==> src/rtl/branch_pkg.sv <==
// Shared definitions for the branch predictor / resolve-queue pair.
// Holds default sizing for the resolve queue and the encoding of a branch
// outcome, so predictor and queue agree on what "taken" means.
package branch_pkg;

    localparam int unsigned DEPTH_DEF     = 4;
    localparam int unsigned CNT_WIDTH_DEF = 16;

    localparam logic OUTCOME_TAKEN     = 1'b1;
    localparam logic OUTCOME_NOT_TAKEN = 1'b0;

endpackage

==> src/rtl/pred_fifo.sv <==
// pred_fifo: 1-bit circular buffer holding in-flight branch predictions.
// Ports:
//   clk, rst        rising-edge clock, async active-high reset
//   push, push_data write push_data at the write pointer
//   pop             retire the entry at the read pointer
//   flush           discard everything, including a same-cycle push
//   head            entry at the read pointer (oldest prediction)
//   occupancy       entries currently held
//   full            occupancy == DEPTH
// Caller guarantees push only when !full and pop only when occupancy != 0.
module pred_fifo
    import branch_pkg::*;
#(
    parameter int unsigned DEPTH = DEPTH_DEF
) (
    input  logic                     clk,
    input  logic                     rst,
    input  logic                     push,
    input  logic                     push_data,
    input  logic                     pop,
    input  logic                     flush,
    output logic                     head,
    output logic [$clog2(DEPTH):0]   occupancy,
    output logic                     full
);

    localparam int unsigned PW = $clog2(DEPTH);
    localparam int unsigned OW = PW + 1;

    logic [DEPTH-1:0] mem_q;
    logic [PW-1:0]    wr_q, wr_d;
    logic [PW-1:0]    rd_q, rd_d;
    logic [OW-1:0]    occ_q, occ_d;

    always_comb begin
        wr_d  = push ? wr_q + PW'(1) : wr_q;
        // On flush the read pointer catches up with the (possibly advanced)
        // write pointer, so a same-cycle push is discarded as well.
        rd_d  = flush ? wr_d : (pop ? rd_q + PW'(1) : rd_q);
        occ_d = flush ? '0 : occ_q + OW'(push) - OW'(pop);
    end

    always_ff @(posedge clk or posedge rst) begin
        if (rst) begin
            mem_q <= '0;
            wr_q  <= '0;
            rd_q  <= '0;
            occ_q <= '0;
        end else begin
            if (push) begin
                mem_q[wr_q] <= push_data;
            end
            wr_q  <= wr_d;
            rd_q  <= rd_d;
            occ_q <= occ_d;
        end
    end

    assign head      = mem_q[rd_q];
    assign occupancy = occ_q;
    assign full      = (occ_q == OW'(DEPTH));

endmodule

==> src/rtl/branch_resolve_queue.sv <==
// branch_resolve_queue: pairs issued predictions with resolved outcomes in
// order, emits the registered predictor update strobe, flags and flushes on
// mispredictions, and keeps saturating accuracy counters.
// Ports:
//   clk, rst               rising-edge clock, async active-high reset
//   pred_valid/pred_taken  prediction issued this cycle
//   pred_ready             queue not full (from registered state only)
//   res_valid/res_taken    oldest outstanding branch resolves
//   upd_valid/upd_taken    one-cycle predictor update, actual direction
//   mispredict             one-cycle pulse on a prediction/outcome mismatch
//   occupancy              entries held
//   total_cnt/miss_cnt     saturating resolution / misprediction counts
//   res_err                sticky: resolution seen with queue empty
module branch_resolve_queue
    import branch_pkg::*;
#(
    parameter int unsigned DEPTH     = DEPTH_DEF,
    parameter int unsigned CNT_WIDTH = CNT_WIDTH_DEF
) (
    input  logic                   clk,
    input  logic                   rst,
    input  logic                   pred_valid,
    input  logic                   pred_taken,
    output logic                   pred_ready,
    input  logic                   res_valid,
    input  logic                   res_taken,
    output logic                   upd_valid,
    output logic                   upd_taken,
    output logic                   mispredict,
    output logic [$clog2(DEPTH):0] occupancy,
    output logic [CNT_WIDTH-1:0]   total_cnt,
    output logic [CNT_WIDTH-1:0]   miss_cnt,
    output logic                   res_err
);

    logic push, pop, miss;
    logic head, full;
    logic [$clog2(DEPTH):0] occ;

    logic                 upd_valid_q, upd_taken_q, mispredict_q, res_err_q;
    logic [CNT_WIDTH-1:0] total_q, miss_q;

    pred_fifo #(
        .DEPTH (DEPTH)
    ) u_fifo (
        .clk       (clk),
        .rst       (rst),
        .push      (push),
        .push_data (pred_taken),
        .pop       (pop),
        .flush     (miss),
        .head      (head),
        .occupancy (occ),
        .full      (full)
    );

    assign pred_ready = !full;
    assign push       = pred_valid && !full;
    assign pop        = res_valid && (occ != '0);
    assign miss       = pop && (head != res_taken);

    always_ff @(posedge clk or posedge rst) begin
        if (rst) begin
            upd_valid_q  <= 1'b0;
            upd_taken_q  <= OUTCOME_NOT_TAKEN;
            mispredict_q <= 1'b0;
            res_err_q    <= 1'b0;
            total_q      <= '0;
            miss_q       <= '0;
        end else begin
            upd_valid_q  <= pop;
            mispredict_q <= miss;
            if (pop) begin
                upd_taken_q <= res_taken;
            end
            if (pop && (total_q != '1)) begin
                total_q <= total_q + 1'b1;
            end
            if (miss && (miss_q != '1)) begin
                miss_q <= miss_q + 1'b1;
            end
            if (res_valid && (occ == '0)) begin
                res_err_q <= 1'b1;
            end
        end
    end

    assign upd_valid  = upd_valid_q;
    assign upd_taken  = upd_taken_q;
    assign mispredict = mispredict_q;
    assign occupancy  = occ;
    assign total_cnt  = total_q;
    assign miss_cnt   = miss_q;
    assign res_err    = res_err_q;

endmodule

==> config.mk <==
export PLATFORM = sky130hd
export DESIGN_NAME = branch_resolve_queue
export DESIGN_NICKNAME = d
export VERILOG_FILES = /design/src/rtl/branch_pkg.sv /design/src/rtl/pred_fifo.sv /design/src/rtl/branch_resolve_queue.sv
export SDC_FILE = /design/constraint.sdc
export NUM_CORES = 1
export LEC_CHECK = 0
export ABC_AREA = 0
export BUFFER_PORTS_ARGS = -buffer_cell sky130_fd_sc_hd__buf_2
export CAP_MARGIN = 10
export CORE_MARGIN = 4
export CORE_UTILIZATION = 47
export DETAILED_ROUTE_END_ITERATION = 10
export PLACE_DENSITY = 0.7
export SETUP_SLACK_MARGIN = 0.05
export SLEW_MARGIN = 5
export SYNTH_ARGS = -nofsm -noshare
export SYNTH_HDL_FRONTEND = slang
export SYNTH_SLANG_ARGS = --single-unit
==> constraint.sdc <==
create_clock -name clk -period 6.1 [get_ports clk]
set_input_delay 0.305 -clock clk [delete_from_list [all_inputs] [get_ports clk]]
set_output_delay 0.305 -clock clk [all_outputs]
set_load 0.01 [all_outputs]
Word-level counts from Yosys, hierarchy flattened
Cells that the tools add are included.
- add/subtract/negate cells: 6
- mux-type cells: 9
- equality and inequality tests: 4
- reductions and logical operators: 11
- magnitude comparators: 3
- operators with widths (operator ; count):
    $add A16 B1 Y16 const B ; 2
    $ne A16 B16 Y1 const B ; 2
    $logic_and A1 B1 Y1 ; 7
    $lt A2 B3 Y1 const B ; 2
    $mux W2 ; 3
    $add A2 B1 Y2 const B ; 2
    $bwmux W4 ; 1
    $add A3 B1 Y3 ; 1
    $eq A3 B3 Y1 const B ; 1
    $logic_not A3 Y1 ; 1
    $mux W3 ; 1
    $reduce_bool A3 Y1 ; 1
    $sub A3 B1 Y3 ; 1
    $bmux W1 S2 ; 1
    $demux W1 S2 ; 1
    $ge A2 B1 Y1 const B ; 1
    $mux W1 ; 2
    $reduce_bool A2 Y1 ; 1
    $logic_not A1 Y1 ; 1
    $ne A1 B1 Y1 ; 1
- word-level logic and storage cells: 43
- output and inout port bits: 40
- bits of input ports: 6
- register bits: 47

Logic depth before layout (Yosys ltp)
- word-level depth: 6
- mapped depth: 12
- depth with buffers taken out: 11

Cells and area by module
From an unflattened synthesis, not the netlist that was laid out.
- cells, all modules: 208
- area total of the unflattened synthesis: 2387.3 µm²
- modules (own cells, without submodules) (module ; times used ; cells an instance ; area an instance (µm²) ; seq. area each (µm²)):
    branch_resolve_queue ; 1 ; 160 ; 1775.5 ; 900.9
    pred_fifo ; 1 ; 48 ; 611.8 ; 275.3

Least setup slack after synthesis
No wires, ideal clock.
- path kind: reg2reg
- from: register u_fifo.occ_q[1] (netlist: u_fifo.occupancy[1])
- to: register u_fifo.occ_q[2] (netlist: u_fifo.occupancy[2])
- setup slack: 3.562 ns
- path buffers: 1
- required time: 5.976 ns
- period minus slack after synthesis: 2.538 ns
- setup time: 0.124 ns
- arrival: 2.414 ns
- cell stages (with the launch flop): 13
- cells stage by stage: dfrtp_1 -> nor3_1 -> nand2b_1 -> buf_2 -> clkinv_1 -> ha_1 -> inv_1 -> ha_1 -> inv_1 -> fa_1 -> xor2_1 -> xnor2_1 -> nor2_1
- elaborated cells on any way between the ends: 9
- those cells by class: add/sub (2); eq/ne (1); mux (1); reduce/logical (5)
- RTL lines (item ; RTL line ; text):
    from (decl) ; pred_fifo.sv:33 ; logic [OW-1:0] occ_q, occ_d;
    from (signal assigned) ; pred_fifo.sv:48 ; occ_q <= '0;
    from (signal assigned) ; pred_fifo.sv:55 ; occ_q <= occ_d;
    $reduce_bool A3 Y1 (*) ; branch_resolve_queue.sv:59 ; assign pop = res_valid && (occ != '0);
    $logic_and A1 B1 Y1 (*) ; branch_resolve_queue.sv:59 ;
    net pop ; branch_resolve_queue.sv:36 ; logic push, pop, miss;
    $sub A3 B1 Y3 / $logic_and A1 B1 Y1 (equally long branches) ; pred_fifo.sv:40, branch_resolve_queue.sv:60 ;
    $mux W3 (*) ; pred_fifo.sv:40 ; occ_d = flush ? '0 : occ_q + OW'(push) - OW'(pop);
    net u_fifo.occ_d[2] ; pred_fifo.sv:33 ;
The timed path passes the listed nets; every way through them passes the cells marked *.
A chain may end at the register's enable or synchronous reset.

Worst setup path after layout
Same ends and word-level chain as after synthesis.

==> summary.txt <==
Status
  – Status: finished, final reports clean

Layout
  – Register Area: 1180 µm²
  – Share of cells above drive strength 1: 26.4%
  – Area Growth Syn to Fin: 15.7%
  – Final Util: 56.8%
  – Antenna diodes: 0
  – Final nets: 272
  – Fill cells: 448
  – Area of the multi-input gates: 1100 µm²

CTS
  – Setup Buffers After CTS: 0
  – Clk buf depth: 2
  – Root buf cell: clkbuf_8
  – CTS tree: done
  – Clk pin slew, worst setup/hold paths: 0.09 ns
  – CTS resizes: 0
  – Worst-Skew Late Latency: 0.30 ns
  – TritonCTS buffer count: 5
  – Post-CTS Hold Buffers: 0
  – H-tree level count: 2
  – TritonCTS Sinks: 47

Global routing
  – Total track usage: 16.9%
  – Grt ovf: 0
  – Initial antenna violation count: 0
  – First-pass GRT wire length: 8.26 mm
  – Largest net degree at the start of global routing: 48
  – Vias in the first global route: 1770

Power and ir drop
  – PwrDens: 417 nW/µm²
  – Peak supply drop: 281 µV
  – P_leak: 1.32 nW

Die
  – I/O pin cnt: 46
  – Die area: 6160 µm²
  – Core area: 4750 µm²
  – Site Rows: 25
  – Vert. Die Dim: 78.5 µm
  – Initial Utilization: 49.1%
  – Die W: 78.5 µm

Placed design
  – Hpwl dp: 3.24 mm
  – # port buffers: 45
  – Setup WS pre-CTS: 3.10 ns
  – Routability cong.: 0.764

Routing
  – Pre-antenna DRT Iters: 4
  – ANT nets after route: 0
  – Avg WL per Cell: 13.7 µm
  – Via density: 5.19
  – Total number of vias: 1686
  – 1st-iter DRT viols: 75
  – Number of remaining DRC errors: 0
  – Routed WL: 4.46 mm

Critical path
  – Critical path required time: 6.28 ns
  – CP Launch Type: flop
  – RR Startpoint: u_fifo.occupancy[1]
  – Worst Reg-to-Reg Cells: 11
  – Reg2Reg Setup Slack: 3.11 ns
  – Crit Path Max Fanout: 10
  – Element type at the critical path end: flop
  – WS Path Type: reg -> reg
  – Arrival time worst endpoint: 3.17 ns
  – RR Endpoint: u_fifo.occupancy[2]

Logic synthesis
  – Synth Cell Area: 2330 µm²
  – Sequential area share after synthesis: 50.4%
  – Primary FF master, synth: dfrtp_1
  – Synth unique cells: 38
  – Synth Area per Inst: 11.2 µm²
  – Post-Syn Instances: 209
  – EDFF count, synth: 0
  – Yosys reg bits: 47
  – Async S/R FF share, synth: 100%
  – Yosys warns: 0
  – Mapped Nets: 224

STA
  – Fmax: 0.334 GHz
  – Final worst-path cycle share: 49.1%
  – Slew Viols, Final: 0
  – Hold Fails Final Rpt: 0
  – Worst-margin pin slew: 0.960 ns
  – RSZ-0062 raised after global routing: no
  – Rel. slew slack: 35.9%
  – Tmin final: 2.99 ns
  – Final setup margin: 3.11 ns
  – Setup TNS Final: 0 ns
  – Clock Skews: 0.00733 ns
  – Setup violators final: 0

Job
  – Max-cap violations: 0

Hold path
  – Worst Hold Class: in -> async
## routing by layer
metal	share of wire [%]	GRT usage, %	vias up
li1	-	-	830
met1	47	22.8	795
met2	46	26.9	49
met3	5.1	2.75	12
met4	2.3	7.17	0
met5	0	0	-
## cells in the final DEF (no fill, tap or decap), drive strengths merged, types with 3 or more instances in the layout
| cell | count |
|---|---|
| nor4 | 3 |
| nand4 | 9 |
| clkbuf | 7 |
| and4 | 4 |
| nand2b | 4 |
| nand3 | 11 |
| inv | 9 |
| xnor2 | 22 |
| dfrtp | 47 |
| nor2 | 9 |
| a31oi | 6 |
| and2 | 3 |
| nand2 | 19 |
| mux2 | 8 |
| nor3 | 3 |
| ha | 8 |
| buf | 45 |
| and3 | 11 |
| xor2 | 6 |
| a21oi | 5 |
## per-stage QoR
step | hold WS (ns) | cell area [µm²] | power, mW | instances
after global placement | 0.441 | 2620 | 0.942 | 317
after CTS | 0.223 | 2700 | 1.14 | 325
final | 0.224 | 2700 | 1.13 | 325
after detailed placement | 0.439 | 2620 | 0.955 | 317
after floorplan | 0.410 | 2330 | 0.822 | 209
after global routing | 0.233 | 2700 | 1.23 | 325
## layout make-up
cell class | count | area share (%)
flip-flops and latches | 47 | 43.5
multi-input cells | 148 | 40.6
repair buffers | 45 | 8.34
well taps | 67 | 3.10
clock buffers | 7 | 2.83
inverters | 10 | 1.39
clock inverters | 1 | 0.185
## state kept, by name (all words and copies together), names as in the netlist
name and count:
mispredict 1, miss_cnt 16, res_err 1, total_cnt 16, u_fifo.mem_q 4, u_fifo.occupancy 3, u_fifo.rd_q 2, u_fifo.wr_q 2
upd_taken 1, upd_valid 1
## cells in the mapped netlist (2+ instances only)
cell type	instances	area share (%)
a21o_1	2	0.64
a21oi_1	5	1.1
a31oi_1	6	1.6
and2_1	3	0.80
and3_1	11	2.9
and4_1	4	1.5
clkbuf_1	2	0.32
dfrtp_1	47	50
ha_1	8	4.3
inv_1	9	1.4
mux2_2	8	3.9
mux2i_1	2	0.86
nand2_1	19	3.1
nand2b_1	4	1.1
nand3_1	11	2.4
nand4_1	7	1.9
nand4_2	2	1.1
nor2_1	8	1.3
nor2b_1	2	0.54
nor3_1	3	0.64
nor4_1	3	0.80
o21ai_0	2	0.43
xnor2_1	21	7.9
xor2_1	6	2.3
## report_power, final
part	internal [mW]	leakage, nW	switching, mW	total, mW
registers	0.399	0.598	0.0938	0.493
logic	0.204	0.684	0.248	0.452
clock network	0.0806	0.0422	0.100	0.181
## worst max-delay path: stages, from the launching register on
cell and delay [ns]:
dfrtp_1 0.45, nor3_1 0.27, nand2b_1 0.44, clkinv_1 0.38, ha_1 0.37, inv_1 0.06, ha_1 0.13, inv_1 0.05
fa_1 0.37, xor2_1 0.17, xnor2_1 0.13, nor2_1 0.05
## cell families (layout without fill, tap and decap cells)
family                   count (synthesis)  after routing  synth area share, %
XOR/XNOR                                28             28                 10.8
multiplexers                            11             11                 5.68
AO/OA/AOI/OAI                           20             20                 5.95
flip-flops                              47             47                 50.4
AND/OR/NAND/NOR                         80             80                 19.4
adder cells (fa/ha/maj)                  9              9                 5.14
buffers and inverters                   14             63                 2.63
## how the worst max path moves through the flow
stage	depth (start not counted)	from	endpoint
2_1_floorplan	12	u_fifo.occupancy[1]	u_fifo.occupancy[2]
3_3_place_gp	11	u_fifo.occupancy[1]	u_fifo.occupancy[2]
3_5_place_dp	11	u_fifo.occupancy[1]	u_fifo.occupancy[2]
4_1_cts	11	u_fifo.occupancy[1]	u_fifo.occupancy[2]
5_1_grt	11	u_fifo.occupancy[1]	u_fifo.occupancy[2]
6_report	11	u_fifo.occupancy[1]	u_fifo.occupancy[2]
(Power assumes the default switching activity.)
